--- src/rtl/fetch_pkg.sv ---
// Shared types and constants for the instruction-fetch stage.
package fetch_pkg;

  localparam int unsigned XLEN = 32;

  localparam logic [XLEN-1:0] DEFAULT_RESET_PC = 32'h0040_0000;
  localparam int unsigned     DEFAULT_TIMEOUT  = 16;

  // ERROR is only reachable when the fetch timeout is built in
  typedef enum logic [1:0] {
    FETCH = 2'd0,
    ISSUE = 2'd1,
    ERROR = 2'd2
  } fetch_state_e;

  // Primary opcodes handy for building instruction words
  localparam logic [5:0] OP_J     = 6'b000010;
  localparam logic [5:0] OP_BEQ   = 6'b000100;
  localparam logic [5:0] OP_BNE   = 6'b000101;
  localparam logic [5:0] OP_ADDIU = 6'b001001;

endpackage

--- src/rtl/fetch_unit_if.sv ---
// Fetch-stage bus: instruction-memory handshake plus decoder-facing signals.
interface fetch_unit_if;
  import fetch_pkg::*;

  logic            imem_req;
  logic [XLEN-1:0] imem_addr;
  logic            imem_ack;
  logic [XLEN-1:0] imem_rdata;
  logic [XLEN-1:0] instr;
  logic            instr_valid;
  logic            dobranch;
  logic            dojump;
  logic            stall;
  logic [XLEN-1:0] pc;
  logic [XLEN-1:0] pc_plus4;
  logic            fetch_err;

  // Fetch unit side
  modport master (
    output imem_req, imem_addr, instr, instr_valid, pc, pc_plus4, fetch_err,
    input  imem_ack, imem_rdata, dobranch, dojump, stall
  );

  // Memory/decoder environment side
  modport slave (
    input  imem_req, imem_addr, instr, instr_valid, pc, pc_plus4, fetch_err,
    output imem_ack, imem_rdata, dobranch, dojump, stall
  );

endinterface

--- src/rtl/next_pc_calc.sv ---
// Combinational next-PC selection: jump beats branch beats sequential.
module next_pc_calc
  import fetch_pkg::*;
(
  input  logic [XLEN-1:0] pc_i,
  input  logic [XLEN-1:0] instr_i,
  input  logic            dobranch_i,
  input  logic            dojump_i,
  output logic [XLEN-1:0] pc_plus4_o,
  output logic [XLEN-1:0] next_pc_o
);

  logic [XLEN-1:0] br_off;

  assign pc_plus4_o = pc_i + 32'd4;
  assign br_off     = {{14{instr_i[15]}}, instr_i[15:0], 2'b00};

  // Jump keeps the current 256 MiB region; branch is pc+4 relative
  always_comb begin
    next_pc_o = pc_plus4_o;
    if (dojump_i) begin
      next_pc_o = {pc_plus4_o[31:28], instr_i[25:0], 2'b00};
    end else if (dobranch_i) begin
      next_pc_o = pc_plus4_o + br_off;
    end
  end

endmodule

--- src/rtl/fetch_unit.sv ---
// Instruction-fetch stage: owns the PC, fetches one word per instruction
// over a req/ack handshake and holds it for the decoder until released.
// Optional macro FETCH_TIMEOUT_EN adds a sticky fetch timeout (ERROR state).
module fetch_unit
  import fetch_pkg::*;
#(
  parameter logic [XLEN-1:0] RESET_PC = DEFAULT_RESET_PC,
  parameter int unsigned     TIMEOUT  = DEFAULT_TIMEOUT
) (
  input  logic         clk,
  input  logic         reset,
  fetch_unit_if.master bus
);

  // A zero timeout would fault every fetch before it could be acked
  if (TIMEOUT == 0) begin : g_timeout_chk
    $error("fetch_unit: TIMEOUT must be at least 1");
  end

  fetch_state_e    state_q, state_d;
  logic [XLEN-1:0] pc_q, pc_d;
  logic [XLEN-1:0] instr_q, instr_d;
  logic            valid_q, valid_d;
  logic            imem_req_c;
  logic [XLEN-1:0] pc_plus4_c;
  logic [XLEN-1:0] next_pc_c;

`ifdef FETCH_TIMEOUT_EN
  localparam int unsigned CNT_W = $clog2(TIMEOUT + 1);
  logic [CNT_W-1:0] cnt_q, cnt_d;
  logic             err_q, err_d;
`endif

  next_pc_calc u_next_pc (
    .pc_i       (pc_q),
    .instr_i    (instr_q),
    .dobranch_i (bus.dobranch),
    .dojump_i   (bus.dojump),
    .pc_plus4_o (pc_plus4_c),
    .next_pc_o  (next_pc_c)
  );

  // Next-state and request logic
  always_comb begin
    state_d    = state_q;
    pc_d       = pc_q;
    instr_d    = instr_q;
    valid_d    = valid_q;
    imem_req_c = 1'b0;
`ifdef FETCH_TIMEOUT_EN
    cnt_d      = cnt_q;
    err_d      = err_q;
`endif
    case (state_q)
      FETCH: begin
        imem_req_c = 1'b1;
        if (bus.imem_ack) begin
          instr_d = bus.imem_rdata;
          valid_d = 1'b1;
          state_d = ISSUE;
`ifdef FETCH_TIMEOUT_EN
        end else if (cnt_q == CNT_W'(TIMEOUT - 1)) begin
          state_d = ERROR;
          err_d   = 1'b1;
        end else begin
          cnt_d = cnt_q + CNT_W'(1);
`endif
        end
      end
      ISSUE: begin
        if (!bus.stall) begin
          pc_d    = next_pc_c;
          valid_d = 1'b0;
          state_d = FETCH;
`ifdef FETCH_TIMEOUT_EN
          cnt_d   = '0;
`endif
        end
      end
      ERROR: begin
        valid_d = 1'b0;
      end
      default: state_d = FETCH;
    endcase
    // No request may escape while the stage is being reset
    if (reset) imem_req_c = 1'b0;
  end

  // State and datapath registers with synchronous reset
  always_ff @(posedge clk) begin
    if (reset) begin
      state_q <= FETCH;
      pc_q    <= RESET_PC;
      instr_q <= '0;
      valid_q <= 1'b0;
`ifdef FETCH_TIMEOUT_EN
      cnt_q   <= '0;
      err_q   <= 1'b0;
`endif
    end else begin
      state_q <= state_d;
      pc_q    <= pc_d;
      instr_q <= instr_d;
      valid_q <= valid_d;
`ifdef FETCH_TIMEOUT_EN
      cnt_q   <= cnt_d;
      err_q   <= err_d;
`endif
    end
  end

  assign bus.imem_req    = imem_req_c;
  assign bus.imem_addr   = pc_q;
  assign bus.pc          = pc_q;
  assign bus.pc_plus4    = pc_plus4_c;
  assign bus.instr       = instr_q;
  assign bus.instr_valid = valid_q;
`ifdef FETCH_TIMEOUT_EN
  assign bus.fetch_err   = err_q;
`else
  assign bus.fetch_err   = 1'b0;
`endif

endmodule

--- src/flat_wrapper.sv ---
// flat-port wrapper written by rule: the top's interface ports become plain ports
module fetch_unit_flat import fetch_pkg::*;
#(
  parameter logic [XLEN-1:0] RESET_PC = DEFAULT_RESET_PC,
  parameter int unsigned     TIMEOUT  = DEFAULT_TIMEOUT
)
  (clk, reset, bus_imem_req, bus_imem_addr, bus_instr, bus_instr_valid, bus_pc, bus_pc_plus4, bus_fetch_err, bus_imem_ack, bus_imem_rdata, bus_dobranch, bus_dojump, bus_stall);
  fetch_unit_if bus_i ();
  input  logic clk;
  input  logic reset;
  output wire logic [$bits(bus_i.imem_req)-1:0] bus_imem_req;
  output wire logic [$bits(bus_i.imem_addr)-1:0] bus_imem_addr;
  output wire logic [$bits(bus_i.instr)-1:0] bus_instr;
  output wire logic [$bits(bus_i.instr_valid)-1:0] bus_instr_valid;
  output wire logic [$bits(bus_i.pc)-1:0] bus_pc;
  output wire logic [$bits(bus_i.pc_plus4)-1:0] bus_pc_plus4;
  output wire logic [$bits(bus_i.fetch_err)-1:0] bus_fetch_err;
  input wire logic [$bits(bus_i.imem_ack)-1:0] bus_imem_ack;
  input wire logic [$bits(bus_i.imem_rdata)-1:0] bus_imem_rdata;
  input wire logic [$bits(bus_i.dobranch)-1:0] bus_dobranch;
  input wire logic [$bits(bus_i.dojump)-1:0] bus_dojump;
  input wire logic [$bits(bus_i.stall)-1:0] bus_stall;
  assign bus_imem_req = bus_i.imem_req;
  assign bus_imem_addr = bus_i.imem_addr;
  assign bus_instr = bus_i.instr;
  assign bus_instr_valid = bus_i.instr_valid;
  assign bus_pc = bus_i.pc;
  assign bus_pc_plus4 = bus_i.pc_plus4;
  assign bus_fetch_err = bus_i.fetch_err;
  assign bus_i.imem_ack = bus_imem_ack;
  assign bus_i.imem_rdata = bus_imem_rdata;
  assign bus_i.dobranch = bus_dobranch;
  assign bus_i.dojump = bus_dojump;
  assign bus_i.stall = bus_stall;
  fetch_unit #(.RESET_PC(RESET_PC), .TIMEOUT(TIMEOUT)) u_core (.clk(clk), .reset(reset), .bus(bus_i));
endmodule
--- config.mk ---
export PLATFORM = sky130hd
export DESIGN_NAME = fetch_unit_flat
export DESIGN_NICKNAME = d
export VERILOG_FILES = /design/src/rtl/fetch_pkg.sv /design/src/rtl/fetch_unit_if.sv /design/src/rtl/next_pc_calc.sv /design/src/rtl/fetch_unit.sv /design/src/flat_wrapper.sv
export SDC_FILE = /design/constraint.sdc
export NUM_CORES = 1
export LEC_CHECK = 0
export BUFFER_PORTS_ARGS = -buffer_cell sky130_fd_sc_hd__buf_2
export CORE_MARGIN = 10
export CORE_UTILIZATION = 44
export CTS_BUF_LIST = sky130_fd_sc_hd__clkbuf_16
export DETAILED_ROUTE_END_ITERATION = 12
export PLACE_DENSITY = 0.71
export SETUP_SLACK_MARGIN = 0.4
export SLEW_MARGIN = 20
export SYNTH_ARGS = -nofsm -noshare
export SYNTH_HDL_FRONTEND = slang
export SYNTH_SLANG_ARGS = --single-unit
export TNS_END_PERCENT = 100
--- constraint.sdc ---
create_clock -name clk -period 5 [get_ports clk]
set_input_delay 0.75 -clock clk [delete_from_list [all_inputs] [get_ports clk]]
set_output_delay 0.75 -clock clk [all_outputs]
set_load 0.05 [all_outputs]
==> results by group, run 1 <==
Worst setup path
  • Largest stage delay on the critical path: ~520 ps
  • Slowest cell on crit path: dfxtp_1
  • RR Startpoint: u_core.bus.imem_addr[2]
  • Kind of cell adding the most delay to the critical path: compound AO/OA/AOI/OAI gates
  • Critical path arrival: 4280 ps
  • Reg2Reg Depth: 14
  • WP buf/inv: 1
  • Req. time, crit path: 5220 ps
  • Cell Chain, Critical Path: ha_1 > nand3_1 > nor4_1 > buf_4 > nand3_1 > xnor2_2 > ha_1 > a21o_1 > a21oi_1 > nor2b_1 > o311ai_0 > o221ai_2 > mux2i_1 > mux2_1
  • Startpoint Class: flop
  • Crit. End Element: flop
  • WS Path Type: reg2reg
  • Reg2reg setup slack: between 900 and 1000 ps
  • R2r endpoint: u_core.bus.imem_addr[31]
  • Crit Path Max Fanout: 9

Synthesis
  • Library cells used by synthesis: between 70 and 80
  • Sequential area share after synthesis: about a quarter
  • Post-synth top area share: 24.0%
  • Commonest cells in the netlist: nand2_1, a21oi_1, dfxtp_1
  • Number of synthesized flops with an enable pin: 0
  • Synth async-reset ratio: 0%
  • Avg Synthesized Cell Area: 7.56 sq um
  • Seq cells post-synth: 63
  • Area contributors post-synth: dfxtp_1, ha_1, nand2_1, a21oi_1, buf_4
  • Main flop type after synthesis: dfxtp_1
  • Synthesized instance count: about 700
  • Syn Std Cell Area: 5260 sq um
  • Cell taking the most area after synthesis: dfxtp_1
  • Most common cell in the netlist: nand2_1
  • Synth warn: 0

Die
  • Starting Density: between 40% and 50%
  • DIE AREA: 16700 sq um
  • Ports: 169
  • Std cell rows: 39
  • Die Y: 129 um
  • Die width: about 130 um
  • Core Region: ~12000 sq um

Final layout
  • Fill cells: 1141
  • Nets@finish: 884
  • N_diodes: 0
  • Area of the multi-input gates: around 3600 sq um
  • Fraction of layout cells with a size suffix above 1: 25.8%
  • Area growth syn-to-layout: 18.5%
  • Storage cell area: 1260 sq um
  • Final Non-Filler Cells: 956
  • Layout Utilization: 53.8%
  • Design area: 6230 sq um

Power
  • VDD IR-drop max: about 0.23 mV
  • Power per cell area: 250 nW/um^2
  • LEAKAGE: between 0.003 and 0.004 uW

Clock tree
  • Clock Tree Buf Depth: 2
  • Post-CTS setup buffers: 0
  • Cts hold-fix bufs: 0
  • Worst-path clk slew: 60 ps
  • Total CTS buffers: 9
  • H-tree Lvls: 3
  • Post-CTS Resized: 0
  • Clk sink count: 63
  • Root Buffer: clkbuf_16
  • TritonCTS clock tree: built
  • Worst-skew pair later-pin latency: 340 ps

Place
  • Port Buf Inserts: 161
  • Post-DP HPWL: 13700 um
  • Routability cong.: about 0.94
  • Dpl cells: 941
  • Placed instance area: 5940 sq um

Global route
  • Initial antenna violation count: 0
  • Largest net degree at the start of global routing: 36
  • Number of global-route vias before repair: 5200
  • Global-route wire length before repair: roughly 28000 um
  • Total GRT Usage: 20.6%
  • Gr ovfl total: 0

STA
  • Final Skew: between 6 and 7 ps
  • Hold violation total from the final report: 0
  • Maximum clock frequency: 246 MHz
  • Final Slew Violations: 0
  • Slew headroom: roughly a quarter
  • Worst Tran Pin Value: 1120 ps
  • Ratio of final minimum period to clock period: roughly 81%
  • Setup TNS Final: 0 ps
  • # setup viols final: 0
  • RSZ-0062 raised after global routing: false
  • Fin Hold WS: around 450 ps
  • Post-route minimum period: 4060 ps

Route
  • Post-route ant nets: 0
  • Number of remaining DRC errors: 0
  • Vias: 5460
  • DR vias/cell: ~5.7
  • Drt pass-1 iters: 5
  • Initial DRC Count: around 300
  • Mean routed wirelength per cell: roughly 19 um
  • Overall routed net length: 17800 um

Flow run
  • Max-cap viol count: 0

Worst hold path
  • Endpoint, Worst Hold: u_core.bus.instr[27]
  • Hold Crit Class: reg2reg
  • Worst Hold Depth: 2
  • Hold path start: u_core.bus.instr[27]

Status
  • Outcome: finished clean
[worst min-delay path: cells and delay by family, from the launching register on]
family             cells  cell delay [ps]
AOI/OAI and AO/OA      1               50
and+or+nand+nor        1               50
DFF                    1              300
[registers in the layout, indices dropped and copies added (netlist names)]
register	cells
u_core.bus.imem_addr	30
u_core.bus.instr	32
u_core.bus.instr_valid	1
[final cells by class]
cell class	count	share of cell area [%]
clock buffer	9	3.62
clock inverter	6	0.884
inverter	10	0.603
multi-input combinational	556	57.9
sequential	63	20.3
tap	143	2.87
timing repair buffer	169	13.9
[power by group]
part           switching [uW]  internal, uW  leakage, uW  total [uW]
Combinational             289           106      0.00235         394
Clock                     228           377     0.000144         605
Sequential               29.0           525     0.000514         554
Total                     546          1010      0.00300        1550
[routing by layer]
layer | routed length, um | vias to the layer above | share of wire, % | track usage (%)
li1 | - | 2692 | - | -
met1 | 7750 | 2562 | 44 | 25.4
met2 | 8330 | 195 | 47 | 34.2
met3 | 1540 | 11 | 8.7 | 7.14
met4 | 136 | 0 | 0.77 | 3.95
met5 | 0 | - | 0 | 0
[placed cells by master (no fill, tap or decap), drive strengths merged, types with 3 or more instances in the layout]
| cell type | n |
|---|---|
| inv | 10 |
| a21o | 12 |
| nand2 | 120 |
| and2 | 4 |
| nor2b | 5 |
| dfxtp | 63 |
| o211ai | 11 |
| xnor2 | 31 |
| nor3 | 13 |
| o22ai | 3 |
| a22o | 3 |
| buf | 169 |
| a32o | 3 |
| clkinv | 4 |
| mux2i | 6 |
| a31oi | 4 |
| and3 | 4 |
| nand2b | 5 |
| o21a | 7 |
| clkbuf | 9 |
| and4 | 6 |
| ha | 36 |
| nand4 | 14 |
| nor2 | 41 |
| a211oi | 13 |
| nor4 | 4 |
| conb | 7 |
| xor2 | 18 |
| o31ai | 3 |
| o21ai | 36 |
| o21bai | 7 |
| a32oi | 4 |
| nand3 | 23 |
| nor3b | 3 |
| a21oi | 82 |
[cells by family after synthesis]
| kind of cell | Yosys count | share of synthesized area [%] |
|---|---|---|
| xor gates and xnor gates | 49 | 8.31 |
| DFF | 63 | 24.0 |
| buffers and inverters | 82 | 8.69 |
| other | 1 | 0.0713 |
| adders and majority gates | 37 | 8.95 |
| and+or+nand+nor | 247 | 22.3 |
| muxes | 8 | 1.57 |
| AOI/OAI and AO/OA | 208 | 26.1 |
[per-stage QoR]
step	worst slack [ps]	power, uW
2_1_floorplan	424	868
3_3_place_gp	1110	956
3_5_place_dp	980	959
4_1_cts	963	1570
5_1_grt	623	1620
6_report	941	1550
[worst max path at each step]
stage	end	startpoint	depth (start not counted)	slack, ps
final	u_core.bus.imem_addr[31]	u_core.bus.imem_addr[2]	14	940
after floorplan	u_core.bus.imem_addr[31]	u_core.bus.imem_addr[4]	12	420
after global placement	u_core.bus.imem_addr[31]	u_core.bus.imem_addr[2]	14	1110
after detailed placement	u_core.bus.imem_addr[31]	u_core.bus.imem_addr[2]	14	980
after global routing	u_core.bus.imem_addr[31]	u_core.bus.imem_addr[2]	14	620
after CTS	u_core.bus.imem_addr[31]	u_core.bus.imem_addr[2]	14	960
(Power assumes the default switching activity.)
==> run 2: changes to the inputs <==
--- a/config.mk
+++ b/config.mk
@@ -10,7 +10,7 @@
 export CORE_UTILIZATION = 44
 export CTS_BUF_LIST = sky130_fd_sc_hd__clkbuf_16
 export DETAILED_ROUTE_END_ITERATION = 12
-export PLACE_DENSITY = 0.71
+export PLACE_DENSITY = 0.73
 export SETUP_SLACK_MARGIN = 0.4
 export SLEW_MARGIN = 20
 export SYNTH_ARGS = -nofsm -noshare
==> constraint.sdc (replaced) <==
create_clock -name clk -period 3.7 [get_ports clk]
set_input_delay 0.555 -clock clk [delete_from_list [all_inputs] [get_ports clk]]
set_output_delay 0.555 -clock clk [all_outputs]
set_load 0.05 [all_outputs]
==> run 2 against run 1 <==
Clock skew rose by 3.6 ps. Total power grew 40%. Via count increased by 7.5%. Largest power group unchanged. Routed wire length increased by 12%. Non-clock buffer count is 50 higher. Highest routed layer unchanged. Sequential power increased by 35%. Critical path depth rose by 1. Die area did not move. Critical endpoint unchanged.
==> results by group, run 2 (synthesized netlist as in run 1, its figures left out) <==
Final layout
  • Most common library cell in the layout ignoring fill and taps: buf_2
  • Storage cell area: 1320 sq um
  • Most frequent cells in the layout: buf_2, nand2_1, a21oi_1, buf_4, dfxtp_1
  • Fraction of layout cells with a size suffix above 1: 41.8%
  • Area growth syn-to-layout: 41.1%
  • Fill cells: 1016
  • Number of flip-flops in the largest register: 32
  • Nets@finish: around 930
  • N_diodes: 0
  • Design area: around 7400 sq um
  • Area of the multi-input gates: 4340 sq um

Power
  • Net Switching: 776 uW
  • Sequential power share: ~34%
  • Logic gate share of total power: 27.5%
  • Clk pwr share: 38.1%
  • LEAKAGE: 0.00353 uW
  • Power per cell area: 292 nW/um^2
  • Net Sw Frac: 35.8%
  • Cell Int Power: between 1000 and 1500 uW
  • VDD IR-drop max: roughly 0.30 mV

Route
  • Drt pass-1 iters: 5
  • Initial DRC Count: between 500 and 600
  • Vias: 5867
  • DR vias/cell: about 6
  • Post-route ant nets: 0
  • Mean routed wirelength per cell: about 20 um
  • Number of remaining DRC errors: 0
  • Overall routed net length: 19900 um

Worst setup path
  • Crit. End Element: flop
  • Crit Path Max Fanout: 6
  • Reg2reg setup slack: 260 ps
  • Req. time, crit path: 3930 ps
  • WS Path Type: reg2reg
  • WP buf/inv: 1
  • RR Startpoint: u_core.bus.imem_addr[9]
  • Reg2Reg Depth: 15
  • Critical path arrival: 3670 ps
  • Cell Chain, Critical Path: and4_4 > nand4_4 > buf_6 > nor2_4 > and4_4 > xor2_4 > ha_4 > and4_4 > nor3b_4 > nand4_1 > o22ai_2 > o31ai_4 > o221ai_2 > mux2i_1 > mux2_1
  • Slowest cell on crit path: dfxtp_4
  • Startpoint Class: flop
  • R2r endpoint: u_core.bus.imem_addr[31]
  • Largest stage delay on the critical path: 360 ps
  • Most used cell, CP: and4_4
  • Kind of cell adding the most delay to the critical path: simple AND/OR/NAND/NOR gates

Clock tree
  • Total CTS buffers: 9
  • H-tree Lvls: 3
  • Worst-skew pair later-pin latency: 350 ps
  • Clk sink count: 63
  • Clock Tree Buf Depth: 2
  • Cts hold-fix bufs: 0
  • Root Buffer: clkbuf_16
  • Worst-path clk slew: 60 ps
  • TritonCTS clock tree: built

Place
  • Port Buf Inserts: 161
  • Post-DP HPWL: approximately 15000 um
  • Placed instance area: 6500 sq um
  • Routability cong.: 0.956

STA
  • RSZ-0062 raised after global routing: true
  • Worst Tran Pin Value: approximately 1000 ps
  • # setup viols final: 0
  • Post-route minimum period: 3440 ps
  • Slew headroom: between 30% and 40%
  • Ratio of final minimum period to clock period: between 90% and 100%
  • Hold violation total from the final report: 0
  • Final Skew: between 9 and 10 ps
  • Maximum clock frequency: roughly 290 MHz
  • Fin Hold WS: 444 ps
  • Final Slew Violations: 0

Die
  • Die Y: 129 um
  • Die width: 129 um
  • Core Region: between 10000 and 15000 sq um
  • DIE AREA: 16700 sq um
  • Starting Density: 45.5%
  • Std cell rows: 39
  • Ports: 169

Global route
  • Largest net degree at the start of global routing: 46
  • Gr ovfl total: 0
  • Total GRT Usage: 23.0%
  • Initial antenna violation count: 0
  • Number of global-route vias before repair: 5753
  • Global-route wire length before repair: 30600 um

Worst hold path
  • Endpoint, Worst Hold: u_core.bus.instr[31]
  • Hold path start: bus_imem_rdata[31]
  • Worst Hold Depth: 3
  • Hold Crit Class: in2reg

Status
  • Outcome: finished clean

Flow run
  • Max-cap viol count: 0
## run 2: final cells by class
cell class              instances  area share [%]
clock inverters                 7           0.776
flip-flops and latches         63            17.8
well taps                     143            2.41
multi-input cells             556            58.4
inverters                      10           0.506
clock buffers                   9            3.04
repair buffers                219            17.0
## run 2: stage by stage
| stage | utilization, % | setup slack, ps | cells | total power [uW] | setup TNS (ps) |
|---|---|---|---|---|---|
| global placement | 56.2 | 50.5 | 960 | 1310 | 0 |
| detailed placement | 56.2 | -7.77 | 960 | 1310 | -7.77 |
| finish | 64.1 | 257 | 1007 | 2170 | 0 |
| CTS | 62.2 | 256 | 999 | 2160 | 0 |
| floorplan | - | -56.7 | 701 | 1180 | -56.7 |
| global route | 64.1 | 162 | 1007 | 2250 | 0 |
## run 2: worst reg2reg max path: stages, from the launching register on
cell and delay (ps):
dfxtp_4 360, and4_4 250, nand4_4 210, buf_6 190, nor2_4 110, and4_4 250, xor2_4 220, ha_4 180
and4_4 220, nor3b_4 210, nand4_1 120, o22ai_2 190, o31ai_4 90, o221ai_2 190, mux2i_1 230, mux2_1 330
## run 2: how the worst max path moves through the flow
stage / start / endpoint / slack (ps) / depth (start not counted)
floorplan: u_core.bus.imem_addr[12] / u_core.bus.imem_addr[31] / -60 / 15
global placement: u_core.bus.imem_addr[9] / u_core.bus.imem_addr[31] / 50 / 14
detailed placement: u_core.bus.imem_addr[9] / u_core.bus.imem_addr[31] / -8 / 14
CTS: u_core.bus.imem_addr[9] / u_core.bus.imem_addr[31] / 260 / 14
global route: u_core.bus.imem_addr[9] / u_core.bus.imem_addr[31] / 160 / 15
finish: u_core.bus.imem_addr[9] / u_core.bus.imem_addr[31] / 260 / 15
## run 2: what timing repair did
action	4_1_cts	5_1_grt
setup buffers	23	8
endpoints found under the setup margin	15	17
hold endpoints to repair	0	0
resized for setup	41	36
pin swaps	38	25
## run 2: metal layers
layer / share of wire (%) / wire length [um] / track usage, % / up-vias
met3: 8.0 / 1580 / 6.32 / 45
met2: 48 / 9520 / 38.3 / 251
met4: 2.5 / 497 / 7.09 / 0
met1: 42 / 8260 / 28.2 / 2780
li1: - / - / - / 2791
met5: 0 / 0 / 0 / -
## run 2: power groups by stage
stage / clock (uW) / sequential, uW / combinational (uW)
after detailed placement: 0 / 762 / 553
after global routing: 864 / 751 / 635
final: 826 / 747 / 597
after global placement: 0 / 760 / 546
after floorplan: 0 / 860 / 322
after CTS: 833 / 745 / 580
==> run 3: changes to the inputs <==
--- a/config.mk
+++ b/config.mk
@@ -8,7 +8,6 @@
 export BUFFER_PORTS_ARGS = -buffer_cell sky130_fd_sc_hd__buf_2
 export CORE_MARGIN = 10
 export CORE_UTILIZATION = 44
-export CTS_BUF_LIST = sky130_fd_sc_hd__clkbuf_16
 export DETAILED_ROUTE_END_ITERATION = 12
 export PLACE_DENSITY = 0.73
 export SETUP_SLACK_MARGIN = 0.4
==> run 3 against run 2 <==
Non-clock buffer count is the same. Clock power grew 0.6%. First-iteration DRC count is the same. Sequential share of layout area is the same. Sequential power is essentially flat. Critical path depth is the same. Sequential cell count is the same. Count of clock-buffer cells in the layout grew 2. Maximum frequency is essentially flat. Highest routed layer unchanged.
==> results by group, run 3 (synthesized netlist as in run 1, its figures left out) <==
Status
  • Outcome: finished clean

Final layout
  • Number of flip-flops in the largest register: 32
  • N_diodes: 0
  • Most common library cell in the layout ignoring fill and taps: buf_2
  • Fill cells: 1016
  • Most frequent cells in the layout: buf_2, nand2_1, a21oi_1, buf_4, dfxtp_1
  • Area growth syn-to-layout: 41.1%
  • Fraction of layout cells with a size suffix above 1: 41.8%
  • Final Non-Filler Cells: 1007
  • Nets@finish: just over 900

Worst setup path
  • Crit. End Element: flop
  • Critical path arrival: between 3000 and 4000 ps
  • Startpoint Class: flop
  • WS Path Type: reg2reg
  • Reg2Reg Depth: 15
  • Req. time, crit path: 3930 ps
  • Crit Path Max Fanout: 6

Die
  • Starting Density: a little under half
  • Die Y: between 100 and 150 um
  • Core Region: 11600 sq um
  • Die width: about 130 um
  • DIE AREA: 16700 sq um
  • Std cell rows: 39
  • Ports: 169

STA
  • Post-route minimum period: 3440 ps
  • Slew headroom: 30.3%
  • # setup viols final: 0
  • Ratio of final minimum period to clock period: 93.1%
  • Maximum clock frequency: 290 MHz
  • Worst Tran Pin Value: 1040 ps
  • Final Slew Violations: 0
  • Hold violation total from the final report: 0
  • Final Skew: 9.76 ps
  • RSZ-0062 raised after global routing: true

Route
  • Mean routed wirelength per cell: 19.7 um
  • Vias: 5850
  • Initial DRC Count: between 500 and 600
  • Drt pass-1 iters: 5
  • DR vias/cell: 5.81
  • Overall routed net length: just under 20000 um
  • Number of remaining DRC errors: 0
  • Post-route ant nets: 0

Place
  • Port Buf Inserts: 161
  • Routability cong.: 0.956
  • Post-DP HPWL: 14900 um
  • Dpl cells: between 900 and 1000

Global route
  • Gr ovfl total: 0
  • Total GRT Usage: 23.0%
  • Global-route wire length before repair: 30600 um
  • Number of global-route vias before repair: 5753
  • Largest net degree at the start of global routing: 46
  • Initial antenna violation count: 0

Clock tree
  • Root Buffer: clkbuf_16
  • Total CTS buffers: 9
  • H-tree Lvls: 3
  • Worst-path clk slew: 60 ps
  • Worst-skew pair later-pin latency: roughly 340 ps
  • TritonCTS clock tree: built
  • Clock Tree Buf Depth: 2
  • Clk sink count: 63

Flow run
  • Max-cap viol count: 0

Worst hold path
  • Worst Hold Depth: 3
  • Hold Crit Class: in2reg

Power
  • Pwr Total: around 2200 uW
  • Power per cell area: 293 nW/um^2
  • VDD IR-drop max: 0.306 mV
  • LEAKAGE: 0.00352 uW
[run 3: cell count changes in the layout (fill, tap and decap cells not counted)]
cell	previous run	this run
clkbuf_1	0	2
inv_1	10	8
[run 3: cell type report]
type	count	area, sq um	share of cell area, %
clock buffers	11	233	3.14
clock inverters	5	50.0	0.675
inverters	10	37.5	0.506
multi-input cells	556	4340	58.4
flip-flops and latches	63	1320	17.8
well taps	143	179	2.41
repair buffers	219	1260	17.0
[run 3: critical path, cell delays in order (launching register included)]
cell      delay [ps]
dfxtp_4          360
and4_4           250
nand4_4          210
buf_6            190
nor2_4           110
and4_4           250
xor2_4           220
ha_4             180
and4_4           220
nor3b_4          200
nand4_1          120
o22ai_2          180
o31ai_4           90
o221ai_2         190
mux2i_1          220
mux2_1           330
[run 3: path summary, 6_finish.rpt]
kind | slack, ps | start | endpoint
min reg2reg | 450 | u_core.bus.instr[31] | u_core.bus.instr[31]
min | 440 | bus_imem_rdata[31] | u_core.bus.instr[31]
max | 260 | u_core.bus.imem_addr[9] | u_core.bus.imem_addr[31]
max reg2reg | 260 | u_core.bus.imem_addr[9] | u_core.bus.imem_addr[31]
[run 3: metal layers]
| layer | GRT usage [%] | up-vias | part of all wire (%) |
|---|---|---|---|
| met5 | 0 | - | 0 |
| met4 | 7.09 | 0 | 2.5 |
| met3 | 6.32 | 40 | 7.6 |
| met2 | 38.3 | 232 | 48 |
| met1 | 28.2 | 2788 | 42 |
| li1 | - | 2790 | - |
[run 3: timing repair]
| action | 4_1_cts | 5_1_grt |
|---|---|---|
| gates cloned | 0 | 0 |
| pin swaps | 38 | 25 |
| hold endpoints to repair | 0 | 0 |
| setup buffers | 23 | 8 |
| resized for setup | 41 | 36 |
| setup endpoints to repair | 15 | 17 |
| hold buffers | 0 | 0 |
[run 3: per-stage QoR]
step	hold slack [ps]	setup WS, ps	util, %	TNS, ps	instance area, sq um
global route	455	162	64.1	0	7420
floorplan	564	-56.7	-	-56.7	5740
finish	444	257	64.1	0	7420
CTS	444	256	62.2	0	7200
global placement	440	50.5	56.2	0	6500
detailed placement	448	-7.77	56.2	-7.77	6500
[run 3: power by group]
group	internal, uW	switching, uW
Clock	516	315
Combinational	180	417
Sequential	703	43.6
Total	1400	775
